===== config.mk =====
export PLATFORM = sky130hd
export DESIGN_NAME = riscv_fetch
export DESIGN_NICKNAME = d
export VERILOG_FILES = /design/src/rtl/riscv_pkg.sv /design/src/rtl/riscv_fetch_fifo.sv /design/src/rtl/riscv_fetch.sv
export SDC_FILE = /design/constraint.sdc
export NUM_CORES = 1
export LEC_CHECK = 0
export ABC_CLOCK_PERIOD_IN_PS = 3910
export CAP_MARGIN = 20
export CORE_MARGIN = 2
export CORE_UTILIZATION = 30
export CTS_CLUSTER_DIAMETER = 50
export CTS_CLUSTER_SIZE = 12
export DETAILED_ROUTE_END_ITERATION = 7
export MAX_ROUTING_LAYER = met4
export SYNTH_ARGS = -nofsm -noshare
export SYNTH_HDL_FRONTEND = slang
export SYNTH_SLANG_ARGS = --single-unit

===== constraint.sdc =====
create_clock -name i_clk -period 3.91 [get_ports i_clk]
set_clock_uncertainty 0.15 [all_clocks]
set_input_delay 1.173 -clock i_clk [delete_from_list [all_inputs] [get_ports i_clk]]
set_output_delay 1.173 -clock i_clk [all_outputs]
set_load 0.02 [all_outputs]

===== src/rtl/riscv_pkg.sv =====
// Shared RV32 fetch definitions: widths, reset/NOP constants, the buffered
// {pc, instr} entry and small index helpers.
package riscv_pkg;

  localparam int unsigned XLEN = 32;
  localparam int unsigned ILEN = 32;

  localparam logic [XLEN-1:0] RESET_PC_DEFAULT = 32'h0000_0000;
  localparam logic [ILEN-1:0] NOP_INSTR        = 32'h0000_0013;

  typedef struct packed {
    logic [XLEN-1:0] pc;
    logic [ILEN-1:0] instr;
  } fetch_entry_t;

  function automatic logic [XLEN-1:0] alignPc(input logic [XLEN-1:0] addr);
    return {addr[XLEN-1:2], 2'b00};
  endfunction

  // Circular index advance for storage whose depth need not be a power of two.
  function automatic int unsigned nextPtr(input int unsigned ptr, input int unsigned depth);
    return (ptr + 1 >= depth) ? 0 : ptr + 1;
  endfunction

endpackage


===== src/rtl/riscv_fetch_fifo.sv =====
// DEPTH-entry {pc, instr} FIFO between the memory response path and decode.
// Flush empties it in one cycle; storage resets to {RESET_PC, NOP}.
module riscv_fetch_fifo
  import riscv_pkg::*;
#(
  parameter int unsigned      DEPTH    = 2,
  parameter logic [XLEN-1:0]  RESET_PC = RESET_PC_DEFAULT,
  localparam int unsigned     CW       = $clog2(DEPTH + 1)
) (
  input  logic            i_clk,
  input  logic            i_rst,
  input  logic            i_push,
  input  logic [XLEN-1:0] i_push_pc,
  input  logic [ILEN-1:0] i_push_instr,
  input  logic            i_pop,
  input  logic            i_flush,
  output logic [XLEN-1:0] o_pc,
  output logic [ILEN-1:0] o_instr,
  output logic            o_full,
  output logic            o_empty,
  output logic [CW-1:0]   o_count
);

  localparam int unsigned PW = (DEPTH > 1) ? $clog2(DEPTH) : 1;

  fetch_entry_t  mem_q [DEPTH];
  logic [PW-1:0] wrPtr_q;
  logic [PW-1:0] rdPtr_q;
  logic [CW-1:0] count_q;

  always_ff @(posedge i_clk or negedge i_rst) begin
    if (!i_rst) begin
      for (int i = 0; i < DEPTH; i++) begin
        mem_q[i] <= '{pc: RESET_PC, instr: NOP_INSTR};
      end
      wrPtr_q <= '0;
      rdPtr_q <= '0;
      count_q <= '0;
    end else if (i_flush) begin
      wrPtr_q <= '0;
      rdPtr_q <= '0;
      count_q <= '0;
    end else begin
      if (i_push) begin
        mem_q[wrPtr_q] <= '{pc: i_push_pc, instr: i_push_instr};
        wrPtr_q        <= PW'(nextPtr(32'(wrPtr_q), DEPTH));
      end
      if (i_pop) begin
        rdPtr_q <= PW'(nextPtr(32'(rdPtr_q), DEPTH));
      end
      if (i_push && !i_pop) begin
        count_q <= count_q + CW'(1);
      end else if (!i_push && i_pop) begin
        count_q <= count_q - CW'(1);
      end
    end
  end

  assign o_pc    = mem_q[rdPtr_q].pc;
  assign o_instr = mem_q[rdPtr_q].instr;
  assign o_full  = (count_q == CW'(DEPTH));
  assign o_empty = (count_q == '0);
  assign o_count = count_q;

endmodule


===== src/rtl/riscv_fetch.sv =====
// Instruction fetch front end: credit-limited request issue, in-order response
// tracking with redirect discard accounting, and a decode-side buffer.
module riscv_fetch
  import riscv_pkg::*;
#(
  parameter logic [XLEN-1:0] RESET_PC = RESET_PC_DEFAULT,
  parameter int unsigned     DEPTH    = 2
) (
  input  logic            i_clk,
  input  logic            i_rst,
  output logic            o_imem_req,
  output logic [XLEN-1:0] o_imem_addr,
  input  logic            i_imem_gnt,
  input  logic            i_imem_rvalid,
  input  logic [ILEN-1:0] i_imem_rdata,
  input  logic            i_redirect,
  input  logic [XLEN-1:0] i_redirect_pc,
  output logic            o_valid,
  output logic [ILEN-1:0] o_instr,
  output logic [XLEN-1:0] o_pc,
  input  logic            i_ready
);

  localparam int unsigned CW = $clog2(DEPTH + 1);
  localparam int unsigned SW = CW + 2;
  localparam int unsigned PW = (DEPTH > 1) ? $clog2(DEPTH) : 1;

  logic [XLEN-1:0] pc_q, pc_d;
  logic [CW-1:0]   inflight_q, inflight_d;
  logic [CW-1:0]   discard_q, discard_d;
  logic [XLEN-1:0] pcqMem_q [DEPTH];
  logic [PW-1:0]   pcqWrPtr_q, pcqRdPtr_q;

  logic [CW-1:0]   bufCount;
  logic            bufFull, bufEmpty, bufPush, bufPop;
  logic            reqXfer, rspValid, rspKeep;
  logic [SW-1:0]   credits;

  // Every issued fetch holds a credit until it is either dropped or consumed by
  // decode, so the buffer can never overflow; requests stay low during reset.
  assign credits     = SW'(inflight_q) + SW'(discard_q) + SW'(bufCount);
  assign o_imem_req  = i_rst && !i_redirect && (credits < SW'(DEPTH));
  assign o_imem_addr = pc_q;
  assign reqXfer     = o_imem_req && i_imem_gnt;

  assign rspValid = i_imem_rvalid && ((inflight_q != '0) || (discard_q != '0));
  assign rspKeep  = rspValid && !i_redirect && (discard_q == '0);
  assign bufPop   = !bufEmpty && i_ready && !i_redirect;
  assign bufPush  = rspKeep && (!bufFull || bufPop);
  assign o_valid  = !bufEmpty;

  always_comb begin
    pc_d       = pc_q;
    inflight_d = inflight_q;
    discard_d  = discard_q;
    if (i_redirect) begin
      pc_d       = alignPc(i_redirect_pc);
      inflight_d = '0;
      discard_d  = discard_q + inflight_q - (rspValid ? CW'(1) : CW'(0));
    end else begin
      if (reqXfer) begin
        pc_d = pc_q + XLEN'(4);
      end
      if (rspValid && (discard_q != '0)) begin
        discard_d = discard_q - CW'(1);
      end
      case ({reqXfer, rspKeep})
        2'b10:   inflight_d = inflight_q + CW'(1);
        2'b01:   inflight_d = inflight_q - CW'(1);
        default: inflight_d = inflight_q;
      endcase
    end
  end

  always_ff @(posedge i_clk or negedge i_rst) begin
    if (!i_rst) begin
      pc_q       <= RESET_PC;
      inflight_q <= '0;
      discard_q  <= '0;
    end else begin
      pc_q       <= pc_d;
      inflight_q <= inflight_d;
      discard_q  <= discard_d;
    end
  end

  // Issued PCs ride alongside outstanding requests, kept or discarded alike.
  always_ff @(posedge i_clk or negedge i_rst) begin
    if (!i_rst) begin
      for (int i = 0; i < DEPTH; i++) begin
        pcqMem_q[i] <= '0;
      end
      pcqWrPtr_q <= '0;
      pcqRdPtr_q <= '0;
    end else begin
      if (reqXfer) begin
        pcqMem_q[pcqWrPtr_q] <= pc_q;
        pcqWrPtr_q           <= PW'(nextPtr(32'(pcqWrPtr_q), DEPTH));
      end
      if (rspValid) begin
        pcqRdPtr_q <= PW'(nextPtr(32'(pcqRdPtr_q), DEPTH));
      end
    end
  end

  riscv_fetch_fifo #(
    .DEPTH    (DEPTH),
    .RESET_PC (RESET_PC)
  ) u_fifo (
    .i_clk        (i_clk),
    .i_rst        (i_rst),
    .i_push       (bufPush),
    .i_push_pc    (pcqMem_q[pcqRdPtr_q]),
    .i_push_instr (i_imem_rdata),
    .i_pop        (bufPop),
    .i_flush      (i_redirect),
    .o_pc         (o_pc),
    .o_instr      (o_instr),
    .o_full       (bufFull),
    .o_empty      (bufEmpty),
    .o_count      (bufCount)
  );

endmodule

==> results_tabular.tex, run 1 <==
\begin{tabular}{lr}
\hline
Metric & Value \\
\hline
\multicolumn{2}{l}{\textbf{Power and ir drop}} \\
\quad Maximum ir drop on the vdd rail & 0.318 mV \\
\quad Leakage power summed over all cells & 6.01 nW \\
\quad Total power density per cell area & between 500 and 600 nW/µm² \\
\quad Total power after layout & between 7 and 8 mW \\
\multicolumn{2}{l}{\textbf{Place}} \\
\quad Quantity of I/O buffers inserted on ports & 161 \\
\quad Post-place instance area & 12400 µm² \\
\quad Routability cong. & 0.794 \\
\quad Dpl hpwl & 16300 µm \\
\quad Dpl cells & 1424 \\
\multicolumn{2}{l}{\textbf{Clock network}} \\
\quad Worst-Skew Late Latency & 0.55 ns \\
\quad CTS H-tree lvls & 1 \\
\quad Clock tree buffer depth & 3 \\
\quad Clock transition at the register clock pins on the worst setup and hold paths after CTS & 0.06 ns \\
\quad Clock tree from TritonCTS & yes \\
\quad Root cell of the clock tree & sky130\_fd\_sc\_hd\_\_clkbuf\_16 \\
\quad Number of buffers created by CTS & 30 \\
\quad Num Clock Sinks & 224 \\
\multicolumn{2}{l}{\textbf{Worst hold path}} \\
\quad Worst min-delay path category & register to register \\
\multicolumn{2}{l}{\textbf{Routing}} \\
\quad Violation count after the first detailed-routing iteration & 259 \\
\quad Router iterations before antenna repair & 5 \\
\quad Via-to-Cell Ratio & between 4 and 5 \\
\quad Drc violations & 0 \\
\quad Final antenna-violating net count & 0 \\
\quad Routed wire per std cell & 16.7 µm \\
\quad Via count & 7137 \\
\quad Total wire length after detailed routing & 24700 µm \\
\multicolumn{2}{l}{\textbf{Cells and area}} \\
\quad Number of inserted filler cells in the final layout & 3181 \\
\quad Layout cell share with drive strength beyond 1 & a little over a quarter \\
\quad Count of placed standard cells in the final layout, fillers left out & 1479 \\
\quad Number of inserted diodes & 0 \\
\quad Layout overhead on the synthesized area & 31.1\% \\
\quad Fin nets & 1089 \\
\quad Core Util, Final & 40.0\% \\
\quad Layout Cell Area excl Fill & 13400 µm² \\
\multicolumn{2}{l}{\textbf{STA}} \\
\quad F\_max & 263 MHz \\
\quad Transition at the pin with the smallest max-transition slack & 1.02 ns \\
\quad Number of max-slew violations in the final report & 0 \\
\quad Portion of the clock cycle consumed by the worst path in the final layout & 97.4\% \\
\quad Hold violation count in the final report & 0 \\
\quad Clock period minus worst slack & 3.81 ns \\
\quad Number of endpoints failing setup at the final stage & 0 \\
\quad Headroom to the max-slew limit & 32.1\% \\
\multicolumn{2}{l}{\textbf{Setup path}} \\
\quad Startpoint type of the worst setup path & register \\
\quad Data required time of the critical path & 2.59 ns \\
\quad CP endpoint kind & primary output \\
\quad Crit path arrival time & 2.48 ns \\
\quad Worst-path fanout max & 2 \\
\quad Kind of critical path & register to primary output \\
\multicolumn{2}{l}{\textbf{Synth}} \\
\quad Synth cell types & 49 \\
\quad Proportion of register bits with asynchronous set or reset after synthesis & 100\% \\
\quad Ranking of synthesized cells by area & sky130\_fd\_sc\_hd\_\_dfrtp\_1 (53\%), sky130\_fd\_sc\_hd\_\_mux2\_2 (20\%), sky130\_fd\_sc\_hd\_\_mux2i\_1 (3.3\%) \\
\quad Mapped Area & 10200 µm² \\
\quad Proportion of synthesized chip area in sequential cells & 54.8\% \\
\quad Synthesized area per cell & approximately 12 µm² \\
\quad Number of enable flip-flop cells after synthesis & 0 \\
\quad Share of the synthesized area in the top cell type & 53.3\% \\
\quad Synthesized instance count & 847 \\
\quad Cell taking the most area after synthesis & sky130\_fd\_sc\_hd\_\_dfrtp\_1 \\
\quad Primary FF master, synth & sky130\_fd\_sc\_hd\_\_dfrtp\_1 \\
\quad Number of storage elements in the synthesis netlist & between 200 and 250 \\
\quad Number of warning messages in the yosys log & 0 \\
\multicolumn{2}{l}{\textbf{Global route}} \\
\quad Wire length of the first global-routing pass & around 40000 µm \\
\quad Pin count of the biggest net entering global routing & 106 \\
\quad GRT Residual Overflow & 0 \\
\quad Number of antenna violations at the first check in global routing & 0 \\
\quad Via count of the first global-routing pass & roughly 7000 \\
\quad GRT Total Usage & 14.3\% \\
\multicolumn{2}{l}{\textbf{Status}} \\
\quad Run status & finished, final reports clean \\
\multicolumn{2}{l}{\textbf{Floorplan}} \\
\quad Starting Density & between 30\% and 40\% \\
\quad Boundary pin count & 168 \\
\quad Die Width & 189 µm \\
\quad Area of the die & between 30000 and 40000 µm² \\
\quad Placeable core area & around 34000 µm² \\
\quad Site row count & 67 \\
\quad Die span in y & $\sim$190 µm \\
\multicolumn{2}{l}{\textbf{Run}} \\
\quad Max-cap viol count & 0 \\
\hline
\end{tabular}
## what timing repair did
| item | 4_1_cts | 5_1_grt |
|---|---|---|
| resized for setup | 4 | 0 |
| buffers inserted | 2 | 1 |
| setup endpoints to repair | 1 | 1 |
| hold buffers | 0 | 0 |
| pin swaps | 1 | 1 |
## cell type report
| type | count | area (µm²) | share of cell area, % |
|---|---|---|---|
| clock buffers | 33 | 793 | 5.91 |
| repair buffers | 186 | 1870 | 13.9 |
| inverters | 9 | 33.8 | 0.252 |
| flip-flops and latches | 224 | 5620 | 41.8 |
| clock inverters | 19 | 206 | 1.54 |
| multi-input cells | 560 | 4340 | 32.4 |
| well taps | 448 | 561 | 4.18 |
## stage by stage
stage | TNS, ns | setup slack [ns] | hold WS, ns
after floorplan | 0 | 0.667 | 0.300
after global placement | 0 | 0.169 | 0.320
after detailed placement | 0 | 0.181 | 0.329
after CTS | 0 | 0.0732 | 0.340
after global routing | -0.00242 | -0.00242 | 0.363
final | 0 | 0.102 | 0.339
## logic make-up after synthesis
family | share of synthesized area (%)
fa+ha+maj | 1.05
buf+inv | 2.98
simple gates | 8.85
other cells | 0.0366
compound gates | 7.55
flops | 54.8
xor+xnor | 1.11
mux | 23.6
## state kept, by name, summed over array words and instances, names as in the netlist
signal,cells
u_fifo.mem_q,124
inflight_q,2
pcqWrPtr_q,1
discard_q,2
u_fifo.o_count,2
u_fifo.rdPtr_q,1
u_fifo.wrPtr_q,1
pcqRdPtr_q,1
o_imem_addr,30
pcqMem_q,60
## power breakdown
| part | switching (mW) | total (mW) | internal [mW] | leakage, nW |
|---|---|---|---|---|
| registers | 0.400 | 3.23 | 2.83 | 2.94 |
| clock network | 1.05 | 2.71 | 1.67 | 0.488 |
| logic | 0.941 | 2.04 | 1.10 | 2.58 |
| total | 2.39 | 7.99 | 5.60 | 6.01 |
## synthesized netlist by cell type (3+ instances only)
master	n
sky130_fd_sc_hd__a21o_1	3
sky130_fd_sc_hd__a21oi_1	66
sky130_fd_sc_hd__a221o_1	6
sky130_fd_sc_hd__and2_1	4
sky130_fd_sc_hd__and3_1	7
sky130_fd_sc_hd__buf_1	9
sky130_fd_sc_hd__buf_2	25
sky130_fd_sc_hd__buf_4	7
sky130_fd_sc_hd__clkbuf_1	16
sky130_fd_sc_hd__dfrtp_1	218
sky130_fd_sc_hd__dfstp_2	6
sky130_fd_sc_hd__ha_1	7
sky130_fd_sc_hd__inv_1	9
sky130_fd_sc_hd__mux2_2	184
sky130_fd_sc_hd__mux2i_1	34
sky130_fd_sc_hd__nand2_1	41
sky130_fd_sc_hd__nand2b_1	5
sky130_fd_sc_hd__nand3_1	16
sky130_fd_sc_hd__nand4_1	16
sky130_fd_sc_hd__nor2_1	84
sky130_fd_sc_hd__nor3_1	5
sky130_fd_sc_hd__o211ai_1	10
sky130_fd_sc_hd__o21ai_0	19
sky130_fd_sc_hd__o311ai_0	8
sky130_fd_sc_hd__xnor2_1	7
sky130_fd_sc_hd__xor2_1	6
## routing by layer
layer / global-route usage, % / routed length (µm) / vias up
met3: 2.24 / 1160 / 35
met4: 3.19 / 384 / 0
met5: - / 0 / -
met2: 20.1 / 10500 / 218
met1: 21.5 / 12700 / 3540
li1: - / - / 3344
## worst paths after layout
| path | slack (ns) | endpoint | cells after the start | startpoint |
|---|---|---|---|---|
| setup / recovery | 0.10 | o_imem_req | 7 | inflight_q[1] |
| hold / removal | 0.34 | pcqMem_q[30] | 2 | pcqMem_q[30] |
| setup reg to reg | 0.41 | o_imem_addr[29] | 12 | inflight_q[1] |
| hold reg to reg | 0.34 | pcqMem_q[30] | 2 | pcqMem_q[30] |
| max in group asynchronous | 1.74 | u_fifo.mem_q[123] | 3 | i_rst |
| min in group asynchronous | 0.51 | u_fifo.mem_q[108] | 2 | i_rst |
## placed cells by master (no fill, tap or decap), types with 4 or more instances in the layout
master,Yosys,final
sky130_fd_sc_hd__nand4_1,16,16
sky130_fd_sc_hd__conb_1,1,4
sky130_fd_sc_hd__a21oi_1,66,66
sky130_fd_sc_hd__dfstp_2,6,6
sky130_fd_sc_hd__clkinvlp_4,0,4
sky130_fd_sc_hd__buf_12,0,6
sky130_fd_sc_hd__nor3_1,5,5
sky130_fd_sc_hd__o211ai_1,10,10
sky130_fd_sc_hd__o311ai_0,8,8
sky130_fd_sc_hd__mux2_2,184,184
sky130_fd_sc_hd__nor2_1,84,83
sky130_fd_sc_hd__inv_1,9,9
sky130_fd_sc_hd__buf_4,7,19
sky130_fd_sc_hd__and3_1,7,6
sky130_fd_sc_hd__clkbuf_16,0,31
sky130_fd_sc_hd__and2_1,4,4
sky130_fd_sc_hd__xnor2_1,7,7
sky130_fd_sc_hd__mux2i_1,34,34
sky130_fd_sc_hd__xor2_1,6,6
sky130_fd_sc_hd__nand3_1,16,16
sky130_fd_sc_hd__dfrtp_1,218,216
sky130_fd_sc_hd__o21ai_0,19,19
sky130_fd_sc_hd__ha_1,7,7
sky130_fd_sc_hd__clkinv_2,0,7
sky130_fd_sc_hd__nand2b_1,5,5
sky130_fd_sc_hd__clkdlybuf4s50_1,0,158
sky130_fd_sc_hd__nand2_1,41,41
sky130_fd_sc_hd__a221o_1,6,6
## worst max-delay path, cell delays in order (launching register included)
cell	delay, ns
sky130_fd_sc_hd__dfrtp_1	0.35
sky130_fd_sc_hd__inv_1	0.08
sky130_fd_sc_hd__fa_1	0.54
sky130_fd_sc_hd__inv_1	0.04
sky130_fd_sc_hd__ha_1	0.29
sky130_fd_sc_hd__nor4b_2	0.30
sky130_fd_sc_hd__and2_1	0.18
sky130_fd_sc_hd__buf_2	0.16
No activity file was read; power rests on OpenSTA's default activity.
==> run 2, diff against run 1 <==
--- a/config.mk
+++ b/config.mk
@@ -9,6 +9,7 @@
 export CAP_MARGIN = 20
 export CORE_MARGIN = 2
 export CORE_UTILIZATION = 30
+export CTS_BUF_LIST = sky130_fd_sc_hd__clkbuf_4 sky130_fd_sc_hd__clkbuf_8
 export CTS_CLUSTER_DIAMETER = 50
 export CTS_CLUSTER_SIZE = 12
 export DETAILED_ROUTE_END_ITERATION = 7
==> run 2 against run 1 <==
Against the previous run:
- power is 9.6% lower
- via count is 1.1% lower
- register-to-register slack better by 0.07 ns
- worst hold slack better by 0.0048 ns
- fmax is 1.5% higher
- routed wire length is 0.48% lower
==> results_tabular.tex, run 2 (synthesized netlist as in run 1, its figures left out) <==
\begin{tabular}{lr}
\hline
Metric & Value \\
\hline
\multicolumn{2}{l}{\textbf{Setup path}} \\
\quad Worst path max stage delay & 0.54 ns (about the same) \\
\quad Cell with the biggest individual delay on the critical path & sky130\_fd\_sc\_hd\_\_fa\_1 \\
\quad Worst R2R Start & inflight\_q[1] \\
\quad Crit Reg-Reg Endpoint & o\_imem\_addr[21] \\
\quad CP endpoint kind & primary output \\
\quad Worst-path fanout max & 2 (unchanged) \\
\quad Startpoint type of the worst setup path & register \\
\quad Data required time of the critical path & 2.59 ns (about the same) \\
\quad Flop-to-flop setup slack & 0.48 ns (+0.07 ns) \\
\quad CP Cell Sequence & inv\_1, fa\_1, inv\_1, ha\_4, nor4b\_2, and2\_1, buf\_6 \\
\quad Crit path arrival time & 2.43 ns (-0.05 ns) \\
\quad Family with the most delay on the worst path & adder cells \\
\quad Kind of critical path & register to primary output \\
\quad Worst Reg-to-Reg Cells & 11 (-1) \\
\quad Buffers plus inverters on the worst setup path & 3 (unchanged) \\
\quad Most common cell type on the critical path & sky130\_fd\_sc\_hd\_\_inv\_1 \\
\multicolumn{2}{l}{\textbf{Worst hold path}} \\
\quad Hold Startpoint & pcqMem\_q[4] \\
\quad Number of instances on the worst hold path & 2 (unchanged) \\
\quad Worst Hold Endpoint & pcqMem\_q[4] \\
\quad Worst min-delay path category & register to register \\
\multicolumn{2}{l}{\textbf{Floorplan}} \\
\quad Die Width & 189 µm (unchanged) \\
\quad Starting Density & 30.5\% (unchanged) \\
\quad Boundary pin count & 168 (unchanged) \\
\quad Die span in y & 189 µm (unchanged) \\
\quad Site row count & 67 (unchanged) \\
\quad Area of the die & 35600 µm² (unchanged) \\
\quad Placeable core area & 33500 µm² (unchanged) \\
\multicolumn{2}{l}{\textbf{Clock network}} \\
\quad Root cell of the clock tree & sky130\_fd\_sc\_hd\_\_clkbuf\_8 \\
\quad Worst-Skew Late Latency & 0.58 ns (+0.03 ns) \\
\quad Number of buffers created by CTS & 30 (unchanged) \\
\quad Clock transition at the register clock pins on the worst setup and hold paths after CTS & 0.08 ns (+0.02 ns) \\
\quad CTS H-tree lvls & 1 (unchanged) \\
\quad Num Clock Sinks & 224 (unchanged) \\
\quad Clock tree from TritonCTS & yes \\
\quad Clock tree buffer depth & 3 (unchanged) \\
\multicolumn{2}{l}{\textbf{Place}} \\
\quad Dpl hpwl & 16300 µm (unchanged) \\
\quad Post-place instance area & 12400 µm² (unchanged) \\
\quad Setup slack after placement & 0.181 ns (unchanged) \\
\quad Quantity of I/O buffers inserted on ports & 161 (unchanged) \\
\quad Routability cong. & 0.794 (unchanged) \\
\multicolumn{2}{l}{\textbf{STA}} \\
\quad Final-layout setup total negative slack & 0 ns (unchanged) \\
\quad Transition at the pin with the smallest max-transition slack & 1.01 ns (-0.00854 ns) \\
\quad Headroom to the max-slew limit & 32.7\% (+0.57 points) \\
\quad Final critical-path setup slack & 0.157 ns (+0.0544 ns) \\
\quad Hold violation count in the final report & 0 (unchanged) \\
\quad Number of endpoints failing setup at the final stage & 0 (unchanged) \\
\quad Portion of the clock cycle consumed by the worst path in the final layout & 96.0\% (-1.4 points) \\
\quad Clock period minus worst slack & 3.75 ns (-0.0544 ns) \\
\quad Number of max-slew violations in the final report & 0 (unchanged) \\
\quad Worst hold margin & 0.344 ns (+0.00475 ns) \\
\quad F\_max & 266 MHz (+1.5\%) \\
\quad Unrepaired setup endpoints after global routing & no \\
\multicolumn{2}{l}{\textbf{Global route}} \\
\quad Via count of the first global-routing pass & 6951 (-0.39\%) \\
\quad Number of antenna violations at the first check in global routing & 0 (unchanged) \\
\quad Wire length of the first global-routing pass & 39700 µm (-0.38\%) \\
\quad GRT Total Usage & 14.3\% (-0.052 points) \\
\quad GRT Residual Overflow & 0 (unchanged) \\
\quad Pin count of the biggest net entering global routing & 106 (unchanged) \\
\multicolumn{2}{l}{\textbf{Routing}} \\
\quad Via-to-Cell Ratio & 4.77 (-1.1\%) \\
\quad Via count & 7060 (-1.1\%) \\
\quad Total wire length after detailed routing & 24600 µm (-0.48\%) \\
\quad Routed wire per std cell & 16.6 µm (-0.48\%) \\
\quad Final antenna-violating net count & 0 (unchanged) \\
\quad Drc violations & 0 (unchanged) \\
\quad Violation count after the first detailed-routing iteration & 262 (+1.2\%) \\
\quad Router iterations before antenna repair & 5 (unchanged) \\
\multicolumn{2}{l}{\textbf{Cells and area}} \\
\quad Core Util, Final & 39.0\% (-0.97 points) \\
\quad Most common cell after layout, fill and taps aside & sky130\_fd\_sc\_hd\_\_dfrtp\_1 \\
\quad Top library cells by usage in the layout, fill and taps aside & sky130\_fd\_sc\_hd\_\_dfrtp\_1 (216), sky130\_fd\_sc\_hd\_\_mux2\_2 (184), sky130\_fd\_sc\_hd\_\_clkdlybuf4s50\_1 (158) \\
\quad Layout Cell Area excl Fill & 13100 µm² (-2.4\%) \\
\quad Layout cell share with drive strength beyond 1 & 27.7\% (+0.29 points) \\
\quad Fin nets & 1089 (unchanged) \\
\quad Number of inserted diodes & 0 (unchanged) \\
\quad Layout overhead on the synthesized area & 27.9\% \\
\quad Max FFs per register & 124 (unchanged) \\
\quad Biggest register & u\_fifo.mem\_q \\
\multicolumn{2}{l}{\textbf{Power and ir drop}} \\
\quad Leakage power summed over all cells & 5.85 nW (-2.6\%) \\
\quad Total power density per cell area & 552 nW/µm² (-7.3\%) \\
\quad Maximum ir drop on the vdd rail & 0.285 mV (-10\%) \\
\multicolumn{2}{l}{\textbf{Status}} \\
\quad Run status & finished, final reports clean \\
\multicolumn{2}{l}{\textbf{Run}} \\
\quad Max-cap viol count & 0 (unchanged) \\
\hline
\end{tabular}
-- run 2: cell types whose count changed in the layout (fill, tap and decap cells not counted) --
| cell | previous run | this run |
|---|---|---|
| sky130_fd_sc_hd__ha_4 | 0 | 1 |
| sky130_fd_sc_hd__buf_2 | 2 | 1 |
| sky130_fd_sc_hd__clkbuf_4 | 0 | 1 |
| sky130_fd_sc_hd__clkbuf_1 | 1 | 0 |
| sky130_fd_sc_hd__inv_1 | 9 | 8 |
| sky130_fd_sc_hd__ha_1 | 7 | 6 |
| sky130_fd_sc_hd__clkbuf_16 | 31 | 0 |
| sky130_fd_sc_hd__buf_6 | 0 | 1 |
| sky130_fd_sc_hd__inv_2 | 0 | 1 |
| sky130_fd_sc_hd__clkbuf_8 | 1 | 32 |
-- run 2: power by group --
group	internal, mW	switching (mW)
logic	1.11	0.947
registers	2.83	0.400
clock network	0.995	0.950
total	4.93	2.30
-- run 2: worst max-delay path by stage --
stage | from | endpoint | slack, ns | depth (start not counted)
6_report | inflight_q[1] | o_imem_req | 0.16 | 7
5_1_grt | discard_q[1] | o_imem_req | 0.04 | 7
4_1_cts | discard_q[1] | o_imem_req | 0.004 | 7
3_5_place_dp | i_redirect | o_imem_req | 0.18 | 4
3_3_place_gp | i_redirect | o_imem_req | 0.17 | 4
2_1_floorplan | inflight_q[1] | o_imem_req | 0.67 | 6
-- run 2: layout make-up --
cell class                 instances  area (µm²)
clock buffer                      33         448
inverter                           9        33.8
timing repair buffer             186        1880
fill                            3230       20400
tap                              448         561
sequential                       224        5620
clock inverter                    19         206
multi-input combinational        560        4350
-- run 2: layer usage --
metal  vias up  global-route usage (%)  part of all wire (%)
li1       3334                       -                     -
met1      3477                    21.5                    51
met2       213                    19.9                    42
met3        36                    2.14                   5.3
met4         0                    3.37                   1.8
met5         -                       -                     0
-- run 2: through the flow --
step	power, mW	instances
floorplan	4.45	850
global placement	5.28	1424
detailed placement	5.32	1424
CTS	7.33	1478
global route	7.67	1479
finish	7.23	1479
-- run 2: worst register-to-register path, cell delays in order, from the launching register on --
cell and delay [ns]:
sky130_fd_sc_hd__dfrtp_1 0.36, sky130_fd_sc_hd__inv_1 0.07, sky130_fd_sc_hd__fa_1 0.54, sky130_fd_sc_hd__inv_1 0.06, sky130_fd_sc_hd__ha_4 0.21, sky130_fd_sc_hd__nor4b_2 0.29, sky130_fd_sc_hd__buf_4 0.15, sky130_fd_sc_hd__buf_4 0.09
sky130_fd_sc_hd__and3_1 0.43, sky130_fd_sc_hd__buf_4 0.29, sky130_fd_sc_hd__nand4_1 0.20, sky130_fd_sc_hd__o311ai_0 0.44
-- run 2: timing repair --
action                                  in CTS  in global routing
buffers inserted                             2                  1
resized for setup                            4                  4
pin swaps                                    1                  3
hold buffers                                 0                  0
endpoints found under the setup margin       1                  1
hold endpoints to repair                     0                  0
cloned                                       0                  0
